## config.mk

```make
export PLATFORM = sky130hd
export DESIGN_NAME = l2_write_buffer
export DESIGN_NICKNAME = d
export VERILOG_FILES = /design/src/rtl/l2_write_buffer.sv
export SDC_FILE = /design/constraint.sdc
export NUM_CORES = 2
export LEC_CHECK = 0
export ABC_AREA = 1
export BUFFER_PORTS_ARGS = -buffer_cell sky130_fd_sc_hd__buf_4
export CAP_MARGIN = 25
export CORE_AREA = 2 2 433 435
export CTS_CLUSTER_DIAMETER = 50
export DETAILED_ROUTE_END_ITERATION = 7
export DIE_AREA = 0 0 435 437
export GPL_TIMING_DRIVEN = 0
export SLEW_MARGIN = 30
export SYNTH_ARGS = -nofsm -noshare
export SYNTH_HDL_FRONTEND = slang
export SYNTH_SLANG_ARGS = --single-unit
```

## constraint.sdc

```tcl
create_clock -name clk -period 26.6 [get_ports clk]
set_input_delay 5.32 -clock clk [delete_from_list [all_inputs] [get_ports clk]]
set_output_delay 5.32 -clock clk [all_outputs]
set_load 0.01 [all_outputs]
```

## src/rtl/l2_write_buffer.sv

```systemverilog
// l2_write_buffer
//   Write-back buffer sitting between the L2 memory-side port and the
//   cacheline adaptor. Dirty-line evictions are absorbed into a small FIFO
//   and acknowledged after one cycle. Writes to a line already queued are
//   coalesced in place. Reads that hit a queued line are forwarded from the
//   buffer. Read misses go to memory ahead of queued writes. The FIFO drains
//   whenever no upstream request is pending.
//
// Ports
//   clk, rst        clock, asynchronous active-high reset
//   mem_address     L2-side line address (bits [4:0] ignored)
//   mem_read        L2 read request
//   mem_write       L2 write request
//   mem_wdata       line to write
//   mem_rdata       returned line, valid while mem_resp=1
//   mem_resp        one-cycle completion pulse to the L2
//   pmem_address    memory-side line address (bits [4:0] always 0)
//   pmem_read       read request to the adaptor
//   pmem_write      write request to the adaptor
//   pmem_wdata      line written to the adaptor
//   pmem_rdata      line returned by the adaptor
//   pmem_resp       adaptor completion pulse
//   buf_empty       1 when the FIFO holds no entries
module l2_write_buffer #(
    parameter int DEPTH = 4
) (
    input  logic         clk,
    input  logic         rst,
    input  logic [31:0]  mem_address,
    input  logic         mem_read,
    input  logic         mem_write,
    input  logic [255:0] mem_wdata,
    output logic [255:0] mem_rdata,
    output logic         mem_resp,
    output logic [31:0]  pmem_address,
    output logic         pmem_read,
    output logic         pmem_write,
    output logic [255:0] pmem_wdata,
    input  logic [255:0] pmem_rdata,
    input  logic         pmem_resp,
    output logic         buf_empty
);

    localparam int PTR_W = (DEPTH > 1) ? $clog2(DEPTH) : 1;
    localparam int CNT_W = $clog2(DEPTH + 1);
    localparam logic [CNT_W-1:0] FULL_CNT = CNT_W'(DEPTH);

    typedef enum logic [1:0] {IDLE, RESP, FETCH, DRAIN} state_t;

    state_t             state;
    state_t             state_next;
    logic [PTR_W-1:0]   head;
    logic [PTR_W-1:0]   tail;
    logic [PTR_W-1:0]   hit_idx;
    logic [CNT_W-1:0]   count;
    logic [DEPTH-1:0]   valid;
    logic [26:0]        tag_q  [DEPTH];
    logic [255:0]       data_q [DEPTH];
    logic [31:0]        fetch_addr;
    logic               hit;
    logic               full;
    logic               do_coalesce;
    logic               do_enqueue;
    logic               do_pop;

    // Low address bits only select a byte inside the line.
    logic unused_addr_bits;
    assign unused_addr_bits = ^mem_address[4:0];

    function automatic logic [PTR_W-1:0] ptr_inc(input logic [PTR_W-1:0] p);
        if (p == PTR_W'(DEPTH - 1)) begin
            return '0;
        end
        return p + PTR_W'(1);
    endfunction

    // Tag match over live entries; coalescing keeps at most one hit.
    always_comb begin
        hit     = 1'b0;
        hit_idx = '0;
        for (int i = 0; i < DEPTH; i++) begin
            if (valid[i] && (tag_q[i] == mem_address[31:5])) begin
                hit     = 1'b1;
                hit_idx = PTR_W'(i);
            end
        end
    end

    assign full        = (count == FULL_CNT);
    assign do_coalesce = (state == IDLE) && mem_write && hit;
    assign do_enqueue  = (state == IDLE) && mem_write && !hit && !full;
    assign do_pop      = (state == DRAIN) && pmem_resp;

    // State register
    always_ff @(posedge clk or posedge rst) begin
        if (rst) begin
            state <= IDLE;
        end else begin
            state <= state_next;
        end
    end

    // Next-state logic; writes take priority over reads, requests over drain.
    always_comb begin
        state_next = state;
        case (state)
            IDLE: begin
                if (mem_write) begin
                    state_next = (hit || !full) ? RESP : DRAIN;
                end else if (mem_read) begin
                    state_next = hit ? RESP : FETCH;
                end else if (count != '0) begin
                    state_next = DRAIN;
                end
            end
            FETCH:   if (pmem_resp) state_next = RESP;
            DRAIN:   if (pmem_resp) state_next = IDLE;
            RESP:    state_next = IDLE;
            default: state_next = IDLE;
        endcase
    end

    // Outputs decoded from state and registered storage only.
    always_comb begin
        mem_resp     = 1'b0;
        pmem_read    = 1'b0;
        pmem_write   = 1'b0;
        pmem_address = '0;
        pmem_wdata   = '0;
        case (state)
            RESP:  mem_resp = 1'b1;
            FETCH: begin
                pmem_read    = 1'b1;
                pmem_address = fetch_addr;
            end
            DRAIN: begin
                pmem_write   = 1'b1;
                pmem_address = {tag_q[head], 5'b0};
                pmem_wdata   = data_q[head];
            end
            default: ;
        endcase
        buf_empty = (count == '0);
    end

    // FIFO control and returned-line register.
    always_ff @(posedge clk or posedge rst) begin
        if (rst) begin
            head      <= '0;
            tail      <= '0;
            count     <= '0;
            valid     <= '0;
            mem_rdata <= '0;
        end else begin
            if (do_enqueue) begin
                valid[tail] <= 1'b1;
                tail        <= ptr_inc(tail);
                count       <= count + CNT_W'(1);
            end
            if (do_pop) begin
                valid[head] <= 1'b0;
                head        <= ptr_inc(head);
                count       <= count - CNT_W'(1);
            end
            if ((state == IDLE) && !mem_write && mem_read && hit) begin
                mem_rdata <= data_q[hit_idx];
            end
            if ((state == FETCH) && pmem_resp) begin
                mem_rdata <= pmem_rdata;
            end
        end
    end

    // Entry storage; liveness is tracked by valid, so no reset is needed.
    always_ff @(posedge clk) begin
        if (do_coalesce) begin
            data_q[hit_idx] <= mem_wdata;
        end
        if (do_enqueue) begin
            tag_q[tail]  <= mem_address[31:5];
            data_q[tail] <= mem_wdata;
        end
        if ((state == IDLE) && !mem_write && mem_read && !hit) begin
            fetch_addr <= {mem_address[31:5], 5'b0};
        end
    end

endmodule

```

==> impl_metrics.py <==
metrics = {
    "sta": {
        "finClkSkew_ns": 0.05005,
        "hold_viol_final": 0,
        "max_clock_freq_mhz": 97.11,
        "max-slew-margin-rel_pct": 30.67,
        "final.min_clock_period_ns": 10.30,
        "tightest_slew_ns": 1.040,
        "hold-worst-slack_ns": 0.4828,
        "finalCritPeriodShare_pct": 38.71,
        "finalSetupViolations": 0,
        "rsz0062_at_grt": "false",
        "final_max_slew_viol_count": 0,
        "finalSetupTns_ns": 0,
    },
    "pwr": {
        "p_comb_share_pct": 37.1,
        "p_clk_share_pct": 29.3,
        "seqPwrFrac_pct": 33.6,
        "cell_internal_pwr_uw": 5456,
        "p_sw_uw": 3489,
        "p_per_area_mw_per_mm2": 98.09,
        "power.share.switching_pct": 39.00,
        "p_leak_uw": 0.04021,
        "ir_worst_vdd_mv": 0.06716,
    },
    "cts": {
        "numCtsBuffers": 187,
        "clk_pin_slew_worst_paths_ns": 0.06,
        "clock-sinks": 1428,
        "clock_path_buffers": 3,
        "ctsHoldBuffers": 0,
        "cts_tree": "done",
        "worstSkewPairLatency_ns": 0.87,
        "root_buffer": "clkbuf_16",
        "cts-htree-levels": 4,
        "cts_setup_buffers": 0,
        "post_cts_resized": 0,
    },
    "yosys": {
        "synth-edff-count": 1159,
        "synth_largest_area_cell": "edfxtp_1",
        "synthCells": 8085,
        "synth_flop_cell": "edfxtp_1",
        "netlist_top_cells_count": "1815 x nand2_1, 1173 x a21oi_1, 1159 x edfxtp_1",
        "synth_cell_types": 40,
        "syn_avg_cell_area_um2": 8.783,
        "synth_top_area_share_pct": 49.01,
        "synth.most_common_cell": "nand2_1",
        "synth_area_leaders": "edfxtp_1 49%, nand2_1 9.6%, dfrtp_1 9.5%, a21oi_1 8.3%, nor2_1 5.8%",
        "yosys_warnings": 0,
        "ys_seq_area_share_pct": 58.49,
        "async_flop_share_pct": 18.84,
        "ys_ff_latch": 1428,
        "syn_area_mm2": 0.07101,
    },
    "final_layout": {
        "layout-drive-gt1-share_pct": 18.93,
        "nNetsFinal": 10040,
        "final.fill_count": 17350,
        "regArea_mm2": 0.04153,
        "post-route-util_pct": 49.28,
        "finish.instance_area_mm2": 0.09119,
        "multi_input_area_mm2": 0.02388,
        "layout-area-overhead-vs-synth_pct": 28.41,
    },
    "placement": {
        "dpl_cell_area_mm2": 0.08461,
        "place.gp.congestion": 0.9789,
        "portBuffers": 1086,
        "hpwl_um": 235400,
    },
    "critical_path": {
        "worstSetupStartpointType": "flop",
        "regToRegEndpoint": "data_q[2][118]",
        "critPathRequiredTime_ns": 21.28,
        "path_max_fanout": 10,
        "reg2reg_from": "tag_q[2][16]",
        "crit_type": "flop to output pin",
        "r2r_slack_ns": 21.61,
        "endpoint": "pmem_address[18]",
        "crit_start": "head[0]",
        "crit_path_end_kind": "output pin",
        "crit_arrival_ns": 4.98,
        "worst_r2r_path_depth": 22,
    },
    "detailed_routing": {
        "firstDrtPassIters": 7,
        "routedWlPerCell_um": 26.28,
        "vias": 65680,
        "drtAntennaViolNets": 0,
        "drt_iter0_markers": 7493,
        "drt_wl_total_um": 319900,
        "routed_via_density": 5.395,
        "drc": 0,
    },
    "global_routing": {
        "grt_max_degree": 79,
        "antenna_found_initial": 72,
        "grt_pass1_vias": 62510,
        "grt_usage_pct": 32.37,
        "overflow": 0,
        "grt_pass1_wl_um": 446500,
    },
    "floorplanning": {
        "die_area_mm2": 0.1901,
        "pin_count": 1097,
        "rows": 158,
        "start_util_pct": 38.38,
        "die_x_um": 435,
        "die_h_um": 437,
        "core_area_mm2": 0.1850,
    },
    "status": {
        "status": "finished clean",
    },
    "run": {
        "maxCapViolations": 0,
    },
    "worst_hold_path": {
        "min-delay-path-class": "flop to flop",
    },
}
[stage by stage]
stage	power [uW]	setup WS (ns)	cells
floorplan	4607	1.532	8089
global placement	6322	-17.14	11660
detailed placement	6311	16.44	11770
CTS	8928	16.10	12120
global route	9298	16.09	12170
finish	8945	16.30	12170
[sequential cells by signal (all words and copies together), names as in the netlist]
register,count
count,3
head,2
tail,2
tag_q,108
data_q,1024
fetch_addr,27
state,2
valid,4
mem_rdata,256
[power groups by stage]
stage | logic (uW) | registers, uW | clock network, uW
after detailed placement | 3270 | 3040 | 0
final | 3320 | 3010 | 2620
after global routing | 3530 | 3040 | 2730
after floorplan | 1470 | 3140 | 0
after global placement | 3120 | 3200 | 0
after CTS | 3280 | 3000 | 2640
[worst max-delay path: stages (launching register included)]
cell	delay (ns)
dfrtp_1	0.40
buf_2	0.32
inv_1	0.13
buf_2	0.43
buf_2	0.62
clkbuf_2	0.53
clkbuf_1	0.83
nand2_1	0.12
o211ai_1	0.16
a32o_1	0.38
buf_4	0.18
[cell type report]
cell class / count / area share [%]
antenna: 51 / 0.1399
sequential: 1428 / 45.55
inverter: 773 / 3.190
buffer: 570 / 3.067
clock buffer: 229 / 5.461
tap: 2480 / 3.403
clock inverter: 122 / 1.607
multi-input combinational: 5318 / 26.18
timing repair buffer: 1203 / 11.40
[per-layer routing]
| layer | wire length, um | global-route usage, % |
|---|---|---|
| met1 | 117200 | 38.41 |
| met2 | 149700 | 51.80 |
| met3 | 29090 | 7.485 |
| met4 | 23770 | 23.21 |
| met5 | 207 | 0 |
[cell families (layout without fill, tap and decap cells)]
kind of cell	Yosys count	count (layout)	synth area share [%]
buffers and inverters	1343	2897	7.974
AND/OR/NAND/NOR	3477	3477	19.97
AO/OA/AOI/OAI	1793	1793	12.98
flip-flops	1428	1428	58.49
other	1	56	0.005281
XOR/XNOR	34	34	0.4193
adder cells (fa/ha/maj)	9	9	0.1692
[cells in the final DEF (no fill, tap or decap), types with 5 or more instances in the layout]
cell | Yosys | layout
nor2_4 | 1 | 5
clkinv_1 | 3 | 22
inv_1 | 749 | 744
o21ai_0 | 551 | 551
edfxtp_1 | 1159 | 1159
clkinv_2 | 0 | 24
inv_6 | 0 | 10
conb_1 | 1 | 5
bufinv_16 | 0 | 20
inv_2 | 21 | 25
nand2_1 | 1815 | 1815
buf_4 | 30 | 1156
diode_2 | 0 | 51
o211ai_1 | 20 | 20
clkbuf_1 | 278 | 281
clkbuf_2 | 0 | 28
nand3_1 | 397 | 397
dfrtp_1 | 269 | 269
clkinvlp_4 | 0 | 16
clkbuf_8 | 0 | 10
buf_16 | 0 | 63
buf_2 | 167 | 167
clkinv_4 | 0 | 12
nand3b_1 | 133 | 133
buf_8 | 2 | 7
buf_1 | 56 | 55
nand4_1 | 10 | 10
xnor2_1 | 30 | 30
inv_8 | 0 | 6
ha_1 | 8 | 8
o21ai_1 | 5 | 5
a21oi_2 | 10 | 10
buf_6 | 37 | 42
nor2_1 | 1106 | 1102
a32o_1 | 27 | 27
a21oi_1 | 1173 | 1173
clkbuf_16 | 0 | 189
inv_16 | 0 | 5
[worst min-delay path by stage]
stage	endpoint	depth (start not counted)	from
finish	mem_rdata[178]	2	mem_rdata[178]
CTS	mem_rdata[212]	2	mem_rdata[212]
global placement	mem_rdata[207]	2	mem_rdata[207]
floorplan	count[0]	1	count[0]
global route	mem_rdata[153]	2	mem_rdata[153]
detailed placement	mem_rdata[82]	2	mem_rdata[82]
Note: power is estimated with default switching activity, not from simulation.
